$ cat config.mk
export PLATFORM = sky130hd
export DESIGN_NAME = multdiv_watchdog
export DESIGN_NICKNAME = d
export VERILOG_FILES = /design/src/rtl/multdiv_watchdog.sv
export SDC_FILE = /design/constraint.sdc
export NUM_CORES = 1
export LEC_CHECK = 0
export BUFFER_PORTS_ARGS = -buffer_cell sky130_fd_sc_hd__buf_2
export CAP_MARGIN = 20
export CORE_AREA = 3 3 40 42
export CTS_CLUSTER_SIZE = 28
export DETAILED_ROUTE_END_ITERATION = 7
export DIE_AREA = 0 0 43 45
export PLACE_DENSITY_LB_ADDON = 0.05
export SLEW_MARGIN = 20
export SYNTH_ARGS = -nofsm -noshare
export SYNTH_HDL_FRONTEND = slang
export SYNTH_SLANG_ARGS = --single-unit
$ cat constraint.sdc
create_clock -name clock -period 1.1 [get_ports clock]
set_input_delay 0.11 -clock clock [delete_from_list [all_inputs] [get_ports clock]]
set_output_delay 0.11 -clock clock [all_outputs]
set_load 0.01 [all_outputs]
$ cat src/rtl/multdiv_watchdog.sv
// Saturating cycle counter that flags a stuck multdiv operation.
// Only instantiated when MULTDIV_TIMEOUT_EN is defined.
module multdiv_watchdog #(
  parameter int unsigned LIMIT = 64
) (
  input  logic clock,
  input  logic reset,
  input  logic clear,
  input  logic enable,
  output logic expired
);

  localparam int W = $clog2(LIMIT + 1);
  localparam logic [W-1:0] LAST = W'(LIMIT - 1);

  logic [W-1:0] count;

  // Saturates at the last value so a drain that follows a timeout still sees expiry.
  always_ff @(posedge clock) begin
    if (reset || clear) begin
      count <= '0;
    end else if (enable && (count != LAST)) begin
      count <= count + 1'b1;
    end
  end

  assign expired = enable && (count == LAST);

endmodule

==> run_results.csv, run 1 <==
group,metric,value,unit
outcome,status,"finished with violations",
outcome,violations,"setup timing",
floorplanning,dieHeight,45,um
placement,portBuffers,4,
timing,tns,-907,ps
timing,fin_crit,1320,ps
setup_path,arrival,1210,ps
setup_path,critPathBufInv,1,
grt,antenna_found_initial,0,
placement,gp_congestion,0.752,
setup_path,regToRegEndpoint,"count[4]$_SDFFE_PP0P_",
pwr,p_leak,0.223,nW
floorplanning,core_area,0.00128,sq mm
pwr,total_power,532,uW
setup_path,crit_chain,"ha_4 -> nand2_4 -> nor2_4 -> nand3_2 -> nor2_2 -> buf_2",
finish,drive_gt1_share,55.2,%
yosys,synth_seq_cells,7,
routing,route.detailed.drc,0,
clock_tree,path_clk_slew,60,ps
setup_path,critPathMaxFanout,2,
timing,slew_headroom,76.2,%
setup_path,crit_path_max_incr_delay,350,ps
setup_path,crit_slowest_cell,"dfxtp_4",
grt,grt_pass1_vias,333,
timing,rsz0062_at_grt,"true",
clock_tree,cts.sinks,7,
floorplanning,die_w,43,um
clock_tree,cts_tree,"built",
routing,drt_iter0_markers,8,
floorplanning,rows,13,
floorplanning,start_util,25.8,%
setup_path,endpoint_kind,"output port",
grt,grt.total_usage,10.5,%
setup_path,crit_path_start,"count[0]$_SDFFE_PP0P_",
clock_tree,numCtsBuffers,3,
flow_run,max-cap-violations,0,
finish,syn2layout_area_growth,65.3,%
yosys,syn-mean-instance-area,8.96,sq um
timing,max_slew.worst_pin.slew,355,ps
clock_tree,h-tree-depth,1,
finish,nets,64,
finish,largest_register_ffs,7,
setup_path,crit_family,"flip-flops",
yosys,syn_inst,37,
routing,vias_per_cell,4.67,
yosys,syn_area,332,sq um
yosys,seq_area_frac_synth,42.3,%
finish,regMostFlops,"count",
pwr,ir_drop,489,uV
floorplanning,dieArea,0.00194,sq mm
placement,hpwl,610,um
yosys,synth_fp_nets,42,
routing,wire_per_inst,11.8,um
timing,hold_ws,51.0,ps
timing,final_hold_viol_count,0,
finish,utilization,42.6,%
setup_path,path_depth,6,
floorplanning,io_pins,5,
grt,grt_pass1_wl,1390,um
finish,antenna_cells,0,
routing,ant_nets,0,
grt,grt_max_degree,7,
worst_hold_path,hp-class,"in -> reg",
setup_path,rr_worst_depth,5,
timing,slew_violations,0,
clock_tree,postCtsHoldBufs,0,
clock_tree,clockBufferDepth,2,
clock_tree,cts_root_buf,"clkbuf_4",
setup_path,cp.required,990,ps
routing,routed_wl,859,um
routing,dr.pass1.iters,4,
routing,via_count,341,
setup_path,critical_path_class,"reg -> out",
timing,skew,6.65,ps
timing,setup_viol,7,
yosys,synth_warnings,0,
timing,fin_ws,-217,ps
timing,timing.fmax,759,MHz
clock_tree,clock_latency,260,ps
setup_path,start_kind,"flop",
timing,fin_crit_sh,120,%
grt,grt-ovfl-total,0,
setup_path,crit_path_end,"expired",
finish,largest_registers,"count x7",
setup_path,rr_startpoint,"count[0]$_SDFFE_PP0P_",
pwr,power_density,972,mW/mm^2
yosys,ys_types,22,
setup_path,reg2reg_slack,-190,ps
[stage by stage]
stage	setup WS (ps)	instances	area [sq um]
floorplan	-49.3	37	360
global placement	-77.7	65	467
detailed placement	-87.7	65	467
CTS	-230	72	536
global route	-312	73	548
finish	-217	73	548
[per-layer routing]
layer,part of all wire [%],global-route usage [%],up-vias
li1,-,-,181
met1,45,11.5,151
met2,46,15.3,7
met3,6.8,7.57,2
met4,1.3,5.42,0
met5,0,0,-
[report_power, final]
| group | switching (mW) | internal (mW) | leakage [nW] |
|---|---|---|---|
| clock | 0.104 | 0.139 | 0.0150 |
| combinational | 0.0169 | 0.0140 | 0.150 |
| sequential | 0.00259 | 0.256 | 0.0577 |
[Yosys cell counts, drive strengths merged]
library cell / number / area (sq um)
nor2: 3 / 11.3
nand2: 4 / 17.5
and3: 2 / 12.5
o211ai: 1 / 7.51
and2: 1 / 7.51
o31ai: 1 / 12.5
nor3: 2 / 15.0
a21oi: 1 / 5.00
or3: 1 / 6.26
o21ai: 3 / 15.0
nand2b: 1 / 8.76
nand3: 2 / 10.0
dfxtp: 7 / 140
nor3b: 1 / 7.51
xor2: 1 / 8.76
ha: 1 / 12.5
o41ai: 1 / 8.76
nand4: 1 / 6.26
nor4: 1 / 6.26
a31oi: 2 / 12.5
[cells by family (layout without fill, tap and decap cells)]
family                     Yosys count  after routing  share of synthesized area (%)
and+or+nand+nor                     19             19                           32.8
AOI/OAI and AO/OA                    9              9                           18.5
DFF                                  7              7                           42.3
adders and majority gates            1              1                           3.77
xor gates and xnor gates             1              1                           2.64
buffers and inverters                0             21                              0
[cell usage in the layout, fill, tap and decap left out, types with 2 or more instances in the layout]
cell type and instances:
dfxtp_1 5, o21ai_0 2, a31oi_1 2, clkbuf_4 3, and3_1 2, buf_2 4
buf_4 13, nand2_1 2
[timing repair]
item                                    CTS  global route
pin swaps                                 6             6
resized for setup                         5             3
buffers inserted                          3             1
endpoints found under the setup margin    6             7
[layout make-up]
type / count / area [sq um]
well taps: 15 / 18.8
clock buffers: 4 / 26.3
multi-input cells: 30 / 240
repair buffers: 17 / 118
fillers: 139 / 737
flip-flops and latches: 7 / 145
[how the worst min path moves through the flow]
stage	from	endpoint	slack, ps	cells past startpoint
6_report	clear	count[0]$_SDFFE_PP0P_	50	2
2_1_floorplan	reset	count[0]$_SDFFE_PP0P_	180	1
3_5_place_dp	clear	count[0]$_SDFFE_PP0P_	330	2
4_1_cts	clear	count[0]$_SDFFE_PP0P_	50	2
5_1_grt	clear	count[0]$_SDFFE_PP0P_	40	2
3_3_place_gp	reset	count[0]$_SDFFE_PP0P_	320	2
Power figures use the tool's default switching activity.
==> run 2, diff against run 1 <==
- HOLD_SLACK_MARGIN: not set -> 0.15
==> run_results.csv, run 2 (synthesis gave the netlist of run 1 again) <==
group,metric,value,unit
finish,largest_register_ffs,7,
setup_path,crit_path_start,"count[0]$_SDFFE_PP0P_",
routing,via_count,349,
pwr,p_leak,0.230,nW
timing,timing.fmax,760,MHz
grt,grt_pass1_wl,1460,um
finish,drive_gt1_share,53.3,%
clock_tree,cts_root_buf,"clkbuf_4",
setup_path,reg2reg_slack,-190,ps
routing,drt_iter0_markers,6,
grt,grt-ovfl-total,0,
finish,largest_registers,"count x7",
outcome,status,"finished with violations",
grt,grt_max_degree,7,
setup_path,crit_slowest_cell,"dfxtp_4",
floorplanning,die_w,43,um
setup_path,crit_path_max_incr_delay,350,ps
pwr,total_power,536,uW
clock_tree,cts.sinks,7,
timing,final_hold_viol_count,0,
clock_tree,clockBufferDepth,2,
worst_hold_path,hp-class,"in -> reg",
setup_path,path_depth,6,
clock_tree,cts_tree,"built",
routing,route.detailed.drc,0,
grt,grt_pass1_vias,352,
timing,fin_crit_sh,120,%
timing,rsz0062_at_grt,"true",
setup_path,critPathBufInv,1,
timing,skew,6.83,ps
floorplanning,io_pins,5,
timing,max_slew.worst_pin.slew,355,ps
setup_path,crit_family,"flip-flops",
finish,n_fill_cell,137,
setup_path,start_kind,"flop",
setup_path,cp.required,990,ps
grt,grt.total_usage,11.0,%
setup_path,endpoint_kind,"output port",
floorplanning,core_area,0.00128,sq mm
setup_path,crit_chain,"ha_4 -> nand2_4 -> nor2_4 -> nand3_2 -> nor2_2 -> buf_2",
floorplanning,dieHeight,45,um
setup_path,rr_startpoint,"count[0]$_SDFFE_PP0P_",
routing,ant_nets,0,
outcome,violations,"setup timing",
timing,fin_crit,1320,ps
routing,wire_per_inst,11.7,um
finish,regArea,145,sq um
timing,fin_ws,-215,ps
timing,slew_violations,0,
pwr,ir_drop,493,uV
finish,regMostFlops,"count",
placement,gp_congestion,0.752,
routing,vias_per_cell,4.65,
setup_path,critPathMaxFanout,2,
routing,routed_wl,875,um
floorplanning,dieArea,0.00194,sq mm
finish,nets,66,
finish,layout_commonest_cell,"buf_4",
finish,stdcell_count,75,
setup_path,arrival,1210,ps
setup_path,regToRegEndpoint,"count[4]$_SDFFE_PP0P_",
placement,portBuffers,4,
clock_tree,numCtsBuffers,3,
setup_path,critical_path_class,"reg -> out",
timing,slew_headroom,76.2,%
setup_path,rr_worst_depth,5,
placement,hpwl,610,um
routing,dr.pass1.iters,4,
finish,multi_input_area,240,sq um
finish,mostFrequentLayoutCells,"buf_4 (13), dfxtp_1 (5), buf_2 (4)",
finish,syn2layout_area_growth,71.3,%
flow_run,max-cap-violations,0,
timing,tns,-865,ps
timing,setup_viol,7,
clock_tree,clock_latency,260,ps
clock_tree,path_clk_slew,60,ps
finish,antenna_cells,0,
clock_tree,h-tree-depth,1,
floorplanning,start_util,25.8,%
grt,antenna_found_initial,0,
placement,dp_cells,65,
pwr,power_density,944,mW/mm^2
floorplanning,rows,13,
setup_path,crit_path_end,"expired",
[run 2: cell types whose count changed in the layout (fill, tap and decap cells not counted)]
cell	delta
dlygate4sd3_1	+2
[run 2: what timing repair did]
action / CTS / global route
hold endpoints to repair: 3 / 0
gates resized for setup: 5 / 3
pin swaps: 6 / 7
setup buffers: 3 / 1
endpoints found under the setup margin: 6 / 7
hold buffers: 2 / 0
[run 2: worst min path at each step]
stage	start	end	slack (ps)	cells after the start
3_5_place_dp	clear	count[0]$_SDFFE_PP0P_	330	2
2_1_floorplan	reset	count[0]$_SDFFE_PP0P_	180	1
5_1_grt	enable	count[1]$_SDFFE_PP0P_	190	3
4_1_cts	reset	count[3]$_SDFFE_PP0P_	190	4
3_3_place_gp	reset	count[0]$_SDFFE_PP0P_	320	2
6_report	enable	count[1]$_SDFFE_PP0P_	200	3
[run 2: worst min-delay path: cells and delay by family]
kind	cells	cell delay, ps
buffers and inverters	1	140
AOI/OAI and AO/OA	2	160
[run 2: cell type report]
type / count / area share (%)
well taps: 15 / 3.30
clock buffers: 4 / 4.63
repair buffers: 19 / 24.2
flip-flops and latches: 7 / 25.6
multi-input cells: 30 / 42.3
[run 2: per-stage QoR]
step / hold WS [ps] / instance area [sq um] / worst slack, ps / utilization [%]
floorplan: 179 / 360 / -49.3 / -
global placement: 321 / 467 / -77.7 / 36.3
detailed placement: 325 / 467 / -87.7 / 36.3
CTS: 191 / 556 / -230 / 43.2
global route: 192 / 568 / -312 / 44.2
finish: 199 / 568 / -215 / 44.2
[run 2: power by group]
| group | switching (mW) | internal, mW | leakage [nW] |
|---|---|---|---|
| combinational | 0.0179 | 0.0187 | 0.158 |
| clock | 0.102 | 0.139 | 0.0150 |
| sequential | 0.00259 | 0.256 | 0.0577 |
| total | 0.123 | 0.413 | 0.230 |
[run 2: layer usage]
| metal | global-route usage [%] | wire length [um] |
|---|---|---|
| met3 | 7.57 | 52 |
| met4 | 5.42 | 12 |
| met5 | 0 | 0 |
| met1 | 12.0 | 401 |
| met2 | 16.2 | 408 |
